$ cat src/rtl/router_pkg.sv
// Shared types and constants for the router packet transmitter.
// Holds the transmitter state enum, field widths and the header-pack helper.
package router_pkg;

  localparam int ADDR_W = 2;
  localparam int LEN_W  = 6;
  localparam int DATA_W = 8;

  localparam logic [ADDR_W-1:0] ADDR_INVALID = 2'b11;

  typedef enum logic [2:0] {
    ST_IDLE    = 3'd0,
    ST_COLLECT = 3'd1,
    ST_HEADER  = 3'd2,
    ST_PAYLOAD = 3'd3,
    ST_PARITY  = 3'd4,
    ST_GAP     = 3'd5
  } tx_state_e;

  // Header byte carries the payload length in the upper six bits, port in the low two.
  function automatic logic [DATA_W-1:0] pack_header(input logic [ADDR_W-1:0] addr,
                                                    input logic [LEN_W-1:0]  len);
    return {len, addr};
  endfunction

endpackage

$ cat src/rtl/router_tx_buf.sv
// Payload staging buffer: MAX_LEN x 8 registers with write/read pointers.
// clear resets both pointers; contents are simply overwritten by the next packet.
module router_tx_buf
  import router_pkg::*;
#(
  parameter int MAX_LEN = 63
) (
  input  logic              clock,
  input  logic              resetn,
  input  logic              clear,
  input  logic              wr_en,
  input  logic [DATA_W-1:0] wr_data,
  input  logic              rd_en,
  output logic [DATA_W-1:0] rd_data,
  output logic [LEN_W-1:0]  wr_ptr,
  output logic [LEN_W-1:0]  rd_ptr
);

  localparam logic [LEN_W-1:0] DEPTH = LEN_W'(MAX_LEN);

  logic [DATA_W-1:0] mem [MAX_LEN];

  always_ff @(posedge clock) begin
    if (!resetn || clear) begin
      wr_ptr <= '0;
      rd_ptr <= '0;
    end else begin
      if (wr_en) wr_ptr <= wr_ptr + LEN_W'(1);
      if (rd_en) rd_ptr <= rd_ptr + LEN_W'(1);
    end
  end

  always_ff @(posedge clock) begin
    if (wr_en && (wr_ptr < DEPTH)) mem[wr_ptr] <= wr_data;
  end

  // The pointer can sit one past the last entry once the payload is drained.
  assign rd_data = (rd_ptr < DEPTH) ? mem[rd_ptr] : '0;

endmodule

$ cat src/rtl/router_pkt_tx.sv
// Router ingress packet source: collects a payload, then sends header, payload, parity.
// Optional ROUTER_TX_PARITY_INJ_EN adds inj_parity_err to corrupt the sent parity byte.
module router_pkt_tx
  import router_pkg::*;
#(
  parameter int MAX_LEN  = 63,
  parameter int IDLE_GAP = 1
) (
  input  logic              clock,
  input  logic              resetn,
  input  logic              start,
  input  logic [ADDR_W-1:0] hdr_addr,
  input  logic [LEN_W-1:0]  hdr_len,
  output logic              tx_ready,
  input  logic              pld_valid,
  input  logic [DATA_W-1:0] pld_data,
  output logic              pld_ready,
  input  logic              busy,
`ifdef ROUTER_TX_PARITY_INJ_EN
  input  logic              inj_parity_err,
`endif
  output logic              pkt_valid,
  output logic [DATA_W-1:0] data_out,
  output logic              tx_done,
  output logic              start_err,
  output tx_state_e         dbg_state
);

  localparam int GAP_W = 8;
  localparam logic [LEN_W-1:0] MAX_LEN_L = LEN_W'(MAX_LEN);
  localparam logic [GAP_W-1:0] GAP_LAST  = GAP_W'(IDLE_GAP - 1);

  tx_state_e         state_q, state_d;
  logic              pkt_valid_d, tx_done_d, start_err_d;
  logic [DATA_W-1:0] data_out_d;
  logic              start_ok, load_start, buf_wr, buf_rd;
  logic [ADDR_W-1:0] addr_q;
  logic [LEN_W-1:0]  len_q;
  logic [DATA_W-1:0] parity_q;
  logic [GAP_W-1:0]  gap_cnt;
  logic              inj_q;
  logic [DATA_W-1:0] buf_rd_data;
  logic [LEN_W-1:0]  wr_ptr, rd_ptr;

  router_tx_buf #(.MAX_LEN(MAX_LEN)) u_buf (
    .clock   (clock),
    .resetn  (resetn),
    .clear   (load_start),
    .wr_en   (buf_wr),
    .wr_data (pld_data),
    .rd_en   (buf_rd),
    .rd_data (buf_rd_data),
    .wr_ptr  (wr_ptr),
    .rd_ptr  (rd_ptr)
  );

  assign start_ok  = (hdr_addr != ADDR_INVALID) && (hdr_len != '0) && (hdr_len <= MAX_LEN_L);
  assign tx_ready  = (state_q == ST_IDLE);
  assign pld_ready = (state_q == ST_COLLECT);
  assign dbg_state = state_q;

  // Handshakes: a payload byte moves on an edge with pld_valid && pld_ready; a router
  // byte moves on an edge in HEADER/PAYLOAD/PARITY with busy low, otherwise it holds.
  // pkt_valid/data_out are loaded with the value the next state presents.
  always_comb begin
    state_d     = state_q;
    pkt_valid_d = pkt_valid;
    data_out_d  = data_out;
    tx_done_d   = 1'b0;
    start_err_d = 1'b0;
    load_start  = 1'b0;
    buf_wr      = 1'b0;
    buf_rd      = 1'b0;
    case (state_q)
      ST_IDLE: begin
        if (start) begin
          if (start_ok) begin
            load_start = 1'b1;
            state_d    = ST_COLLECT;
          end else begin
            start_err_d = 1'b1;
          end
        end
      end
      ST_COLLECT: begin
        if (pld_valid) begin
          buf_wr = 1'b1;
          if (wr_ptr == len_q - LEN_W'(1)) begin
            state_d     = ST_HEADER;
            pkt_valid_d = 1'b1;
            data_out_d  = pack_header(addr_q, len_q);
          end
        end
      end
      ST_HEADER: begin
        if (!busy) begin
          state_d    = ST_PAYLOAD;
          data_out_d = buf_rd_data;
          buf_rd     = 1'b1;
        end
      end
      ST_PAYLOAD: begin
        if (!busy) begin
          if (rd_ptr == len_q) begin
            state_d     = ST_PARITY;
            pkt_valid_d = 1'b0;
            data_out_d  = parity_q ^ {DATA_W{inj_q}};
          end else begin
            data_out_d = buf_rd_data;
            buf_rd     = 1'b1;
          end
        end
      end
      ST_PARITY: begin
        if (!busy) begin
          tx_done_d = 1'b1;
          state_d   = (IDLE_GAP == 0) ? ST_IDLE : ST_GAP;
        end
      end
      ST_GAP: begin
        if (gap_cnt == GAP_LAST) state_d = ST_IDLE;
      end
      default: state_d = ST_IDLE;
    endcase
  end

  always_ff @(posedge clock) begin
    if (!resetn) begin
      state_q   <= ST_IDLE;
      pkt_valid <= 1'b0;
      data_out  <= '0;
      tx_done   <= 1'b0;
      start_err <= 1'b0;
    end else begin
      state_q   <= state_d;
      pkt_valid <= pkt_valid_d;
      data_out  <= data_out_d;
      tx_done   <= tx_done_d;
      start_err <= start_err_d;
    end
  end

  // Parity starts from the header and folds in every collected payload byte.
  always_ff @(posedge clock) begin
    if (!resetn) begin
      addr_q   <= '0;
      len_q    <= '0;
      parity_q <= '0;
      gap_cnt  <= '0;
    end else begin
      if (load_start) begin
        addr_q   <= hdr_addr;
        len_q    <= hdr_len;
        parity_q <= pack_header(hdr_addr, hdr_len);
      end else if (buf_wr) begin
        parity_q <= parity_q ^ pld_data;
      end
      gap_cnt <= (state_q == ST_GAP) ? gap_cnt + GAP_W'(1) : '0;
    end
  end

`ifdef ROUTER_TX_PARITY_INJ_EN
  always_ff @(posedge clock) begin
    if (!resetn)         inj_q <= 1'b0;
    else if (load_start) inj_q <= inj_parity_err;
  end
`else
  assign inj_q = 1'b0;
`endif

endmodule
$ cat config.mk
export PLATFORM = sky130hd
export DESIGN_NAME = router_pkt_tx
export DESIGN_NICKNAME = d
export VERILOG_FILES = /design/src/rtl/router_pkg.sv /design/src/rtl/router_tx_buf.sv /design/src/rtl/router_pkt_tx.sv
export SDC_FILE = /design/constraint.sdc
export NUM_CORES = 1
export LEC_CHECK = 0
export ABC_CLOCK_PERIOD_IN_PS = 2200
export BUFFER_PORTS_ARGS = -buffer_cell sky130_fd_sc_hd__buf_4
export CAP_MARGIN = 20
export CORE_AREA = 4 4 298 300
export DETAILED_ROUTE_END_ITERATION = 6
export DIE_AREA = 0 0 302 304
export SLEW_MARGIN = 0
export SYNTH_ARGS = -nofsm -noshare
export SYNTH_HDL_FRONTEND = slang
export SYNTH_SLANG_ARGS = --single-unit
export TNS_END_PERCENT = 50
$ cat constraint.sdc
create_clock -name clock -period 2.2 [get_ports clock]
set_input_delay 0.11 -clock clock [delete_from_list [all_inputs] [get_ports clock]]
set_output_delay 0.11 -clock clock [all_outputs]
set_load 0.03 [all_outputs]
==> results of run 1 <==
[worst register-to-register path: cells and delay by family (launching register included)]
family	cells	cell delay [ns]
buffers and inverters	2	0.31
AO/OA/AOI/OAI	2	0.34
flip-flops	1	0.43
multiplexers	2	1.01
[where the power goes]
part,internal (W),switching [W]
logic,0.00117,0.00135
registers,0.0117,0.000151
clock network,0.00541,0.00397
[cell families after synthesis]
family                   Yosys count  synth area share [%]
flip-flops                       560                  73.0
AND/OR/NAND/NOR                  255                  5.21
AO/OA/AOI/OAI                    162                  5.22
multiplexers                     147                  13.0
buffers and inverters             82                  2.01
XOR/XNOR                          33                  1.30
adder cells (fa/ha/maj)            5                 0.281
[synth_stat cells (all sizes together), types with 3 or more instances]
library cell	instances
a211oi	15
a21o	8
a21oi	24
a22o	6
a22oi	17
a311oi	6
a31oi	7
buf	45
clkbuf	25
dfxtp	56
edfxtp	504
ha	5
inv	11
mux2i	33
mux4	114
nand2	63
nand2b	10
nand3	20
nand3b	6
nand4	5
nor2	105
nor2b	8
nor3	15
nor4	3
o2111ai	6
o211a	7
o211ai	5
o21ai	19
o221ai	10
o22a	6
o22ai	12
o31ai	3
or2	4
or3	6
xnor2	20
xor2	13
[metrics by stage]
step / instances / worst slack, ns
floorplan: 1244 / -0.130
global placement: 2536 / -0.227
detailed placement: 2536 / -0.256
CTS: 2673 / -0.0272
global route: 2675 / -0.109
finish: 2675 / -0.0348
[worst min-delay path by stage]
stage          slack, ns          endpoint
2_1_floorplan       0.19           tx_done
3_5_place_dp        0.35           tx_done
4_1_cts             0.01  u_buf.mem[39][5]
3_3_place_gp        0.35           tx_done
6_report            0.03   u_buf.mem[4][5]
5_1_grt             0.04   u_buf.mem[4][5]
[final cells by class]
class                      instances  area share, %
clock buffer                      63           5.23
clock inverter                    38           1.24
inverter                          12          0.163
multi-input combinational        602           21.1
sequential                       560           58.7
tap                             1155           5.22
timing repair buffer             245           8.36
[what timing repair did]
action                                  CTS  global route
endpoints found under the hold margin   142             0
pin swaps                                18            22
endpoints found under the setup margin    8           246
hold buffers                             18             0
setup buffers                            13             4
cloned                                    5             1
resized for setup                        38            36
[flip-flops by register name, summed over array words and instances (netlist names), named ones only]
signal and flops:
u_buf.wr_ptr 6, gap_cnt 8, tx_done 1, data_out 8, start_err 1, addr_q 2, u_buf.mem 504, dbg_state 3
parity_q 8, len_q 6, pkt_valid 1, u_buf.rd_ptr 6
[metal layers]
layer / wire length (um) / GRT usage, %
met1: 24000 / 16.3
met2: 27200 / 19.4
met3: 3290 / 2.08
met4: 1360 / 3.41
met5: 0 / 0
==> metrics.txt, run 1 <==
R2R cell count 6; H-tree depth 2; r2r endpoint data_out[2]; total chip power between 0.02 and 0.025 W; Initial Utilization about 26%; clock-pin slew on the worst setup and hold paths approximately 0.060 ns; register bit total from synthesis 560; # port buffers 36; family with the most delay on the worst path multiplexers; number of flops mapped to enable cells by yosys ~500; relative max-transition margin between 50% and 60%; end point of the critical path data_out[2]; worst hold path class in -> reg; Synth top area share slightly below 70%; Crit Path Max Fanout 8; critical-path cell list buf_8 > buf_16 > mux4_2 > mux4_2 > o2111ai_2 > a311oi_2; Synth Warn # 0; WP buf/inv 2; Die ar. 0.0918 mm2; Synth cell types 61; crit path kind reg -> reg; deepest clock path buffer count 3; Slew @ Worst Pin 0.720 ns; top area cells in the synthesized netlist edfxtp_1 (68%), mux4_2 (12%), dfxtp_1 (5.0%), nor2_1 (1.8%), mux2i_1 (1.5%); Critical Path Max Stage Delay 0.51 ns; Crit. End Element flop; setup ws final -0.0348 ns; crit path DAT approximately 2.7 ns; Via density between 4 and 5; fin nets 1503; Max Cap Violations 0; slowest CP cell mux4_2; TritonCTS clock tree built; Cell Area, Placed 0.0251 mm2; die height slightly above 300 um; Primary FF master, synth edfxtp_1; final instance area roughly 0.028 mm2; Min Clock Period, post-route 2.23 ns; Antenna diodes 0; final WL ~56000 um; TritonCTS Sinks 560; cell accounting for the most synthesized area edfxtp_1; worst hold stages 1; largest net degree at the start of global routing 66; commonest non-fill, non-tap cell in the layout edfxtp_1; clock skew 0.0207 ns; violated checks negative setup slack; worst hold start pld_data[5]; Placeable Area roughly 0.086 mm2; Syn Inst Count between 1000 and 1500; setup violators final 3; vias post-DR 12455; outcome complete, but fails checks; syn_nets 1270; fillers about 8300; Seq. cell area around 0.016 mm2; register area share after synthesis roughly 73%; DRC violations left 0; Die Span X ~300 um; IR drop worst, VDD roughly 0.47 mV; stages on the worst setup path 6; CTS Buf Count 56; detailed router's first-iteration violation count 1324; initial antenna violation count 0; max-slew violation count 0; Netlist Area Pre-Place 0.0223 mm2; P_leak between 8 and 9 nW; Fmax 447 MHz; unrepaired setup endpoints after global routing yes; Area Overhead vs Synth 24.4%; layout cells sized above 1 approximately a third; setup TNS -0.0675 ns; Final Hold Violating Endpoints 0; drt first pass iters 5; detailed placement HPWL 36700 um; Setup crit start kind flop; clock root cell clkbuf_16; flop2flop setup slack -0.03 ns; critical path's most frequent cell mux4_2; number of global-route vias before repair between 10000 and 15000; Clock Latency Late Sink between 0.6 and 0.7 ns; Total Routing Usage GR between 10% and 20%; Post-synth ARST share 0%; Ports 37; FP Rows about 110; GP Congestion around 0.8; CP required about 2.7 ns; hold_ws roughly 0.034 ns; drt wl/cell between 20 and 25 um; grt ovf 0; first-pass GRT wire length slightly above 80000 um; Routed Antenna Nets 0; most frequent cells in the layout edfxtp_1 (504), buf_4 (189), mux4_2 (114), nor2_1 (88), nand2_1 (62); PD cells roughly 860 mW/mm2; Mean Syn Cell Area 17.9 um2; Multi-input gate area ~0.006 mm2; post-layout util 32.1%; fin crit share 102%
No activity file was read; power rests on OpenSTA's default activity.
==> inputs of run 2 (changes only) <==
==> constraint.sdc (replaced) <==
create_clock -name clock -period 2.2 [get_ports clock]
set_input_delay 0.22 -clock clock [delete_from_list [all_inputs] [get_ports clock]]
set_output_delay 0.22 -clock clock [all_outputs]
set_load 0.03 [all_outputs]
==> run 2 against run 1 <==
Effect of this change: the flow still finishes with violations (negative setup slack); register-to-register slack about the same; via count down 0.91%; critical path depth unchanged; hold slack better by 0.0062 ns; design area down 0.97%; critical endpoint is now data_out[3].
==> metrics.txt, run 2 (same netlist as run 1, synthesis figures left out) <==
flop2flop setup slack -0.04 ns; CTS Buf Count 55; crit path DAT approximately 2.7 ns; Ports 37; detailed placement HPWL between 30000 and 40000 um; relative max-transition margin between 50% and 60%; Antenna diodes 0; layout cells sized above 1 between 30% and 40%; Total Routing Usage GR 11.8%; drt first pass iters 5; CP required 2.67 ns; IR drop worst, VDD 0.523 mV; worst hold start pld_valid; number of flip-flops in the largest register approximately 500; commonest non-fill, non-tap cell in the layout edfxtp_1; P_leak between 8 and 9 nW; Clock Latency Late Sink 0.60 ns; slowest CP cell mux4_2; max-slew violation count 0; FP Rows between 100 and 150; Setup crit start kind flop; clock root cell clkbuf_16; violated checks negative setup slack; detailed router's first-iteration violation count 1174; # port buffers 36; Crit Path Max Fanout 6; outcome complete, but fails checks; H-tree depth 2; PD cells 862 mW/mm2; worst hold stages 4; Placeable Area 0.0862 mm2; fin nets roughly 1500; setup ws final -0.0424 ns; Routed Antenna Nets 0; worst hold path class in -> reg; hold_ws 0.0400 ns; Crit. End Element flop; setup violators final 6; total chip power ~0.024 W; deepest clock path buffer count 3; final instance area roughly 0.027 mm2; vias post-DR around 12000; DP Cell Count 2534; Die ar. 0.0918 mm2; WP buf/inv 2; Initial Utilization 25.8%; TritonCTS Sinks 560; family with the most delay on the worst path multiplexers; GP Congestion between 0.8 and 0.9; largest net degree at the start of global routing 66; Min Clock Period, post-route roughly 2.2 ns; R2R cell count 6; Slew @ Worst Pin 0.745 ns; Reg with most FFs u_buf.mem; stages on the worst setup path 6; DRC violations left 0; unrepaired setup endpoints after global routing yes; number of global-route vias before repair 12653; TritonCTS clock tree built; crit path kind reg -> reg; drt wl/cell 20.8 um; fillers 8402; Final Hold Violating Endpoints 0; fin crit share 102%; Hold EP pkt_valid; clock skew about 0.019 ns; Cell Area, Placed 0.0251 mm2; Max Cap Violations 0; critical-path cell list buf_12 > buf_12 > mux4_2 > mux4_2 > o2111ai_2 > a311oi_2; grt ovf 0; final WL roughly 55000 um; clock-pin slew on the worst setup and hold paths 0.06 ns; fin cells between 2000 and 3000; r2r endpoint data_out[3]; Via density approximately 4.6; Fmax 446 MHz; most frequent cells in the layout edfxtp_1 (504), buf_4 (179), mux4_2 (114), nor2_1 (91), nand2_1 (63); initial antenna violation count 0; Critical Path Max Stage Delay around 0.53 ns; Die Span X slightly above 300 um; Area Overhead vs Synth 23.2%; first-pass GRT wire length 81700 um; die height 304 um
## run 2: per-layer routing
metal  GRT usage (%)  part of all wire, %  up-vias  wire, um
li1                -                    -     5434         -
met1            16.2                   43     6438     23600
met2            19.1                   49      390     26900
met3            1.94                  6.2       80      3430
met4            3.57                  2.5        0      1380
met5               0                    0        -         0
## run 2: through the flow
stage                     setup WS (ns)  util (%)  setup TNS [ns]
after floorplan                  -0.130         -          -37.96
after global placement           -0.310      29.1           -1.78
after detailed placement         -0.308      29.1           -2.93
after CTS                       -0.0528      31.6          -0.192
after global routing             -0.114      31.8          -0.802
final                           -0.0424      31.8          -0.186
## run 2: worst max path at each step
| stage | startpoint | end | slack, ns |
|---|---|---|---|
| 6_report | flop | data_out[3] | -0.04 |
| 5_1_grt | flop | data_out[3] | -0.11 |
| 4_1_cts | flop | data_out[6] | -0.05 |
| 3_5_place_dp | flop | data_out[6] | -0.31 |
| 3_3_place_gp | flop | data_out[6] | -0.31 |
| 2_1_floorplan | dbg_state[0] | u_buf.mem[55][0] | -0.13 |
## run 2: worst reg2reg max path, stage by stage (launching register included)
cell and delay, ns:
dfxtp_4 0.43, buf_12 0.17, buf_12 0.14, mux4_2 0.50
mux4_2 0.53, o2111ai_2 0.24, a311oi_2 0.11
## run 2: repair_timing
action,CTS,global route
resized for setup,34,33
setup buffers,6,1
hold buffers,13,0
pin swaps,11,15
endpoints found under the hold margin,26,0
cloned,2,2
setup endpoints to repair,115,282
## run 2: where the power goes
group / switching, W / leakage (nW) / internal [W]
clock: 0.00390 / 0.851 / 0.00539
combinational: 0.00133 / 2.76 / 0.00114
sequential: 0.000145 / 4.99 / 0.0117
## run 2: layout make-up
cell class	count	area, um2	area share, %
clock buffers	64	1410	5.14
flip-flops and latches	560	16300	59.3
clock inverters	34	350	1.28
repair buffers	228	2140	7.79
inverters	12	45.0	0.164
well taps	1155	1450	5.27
multi-input cells	602	5780	21.1
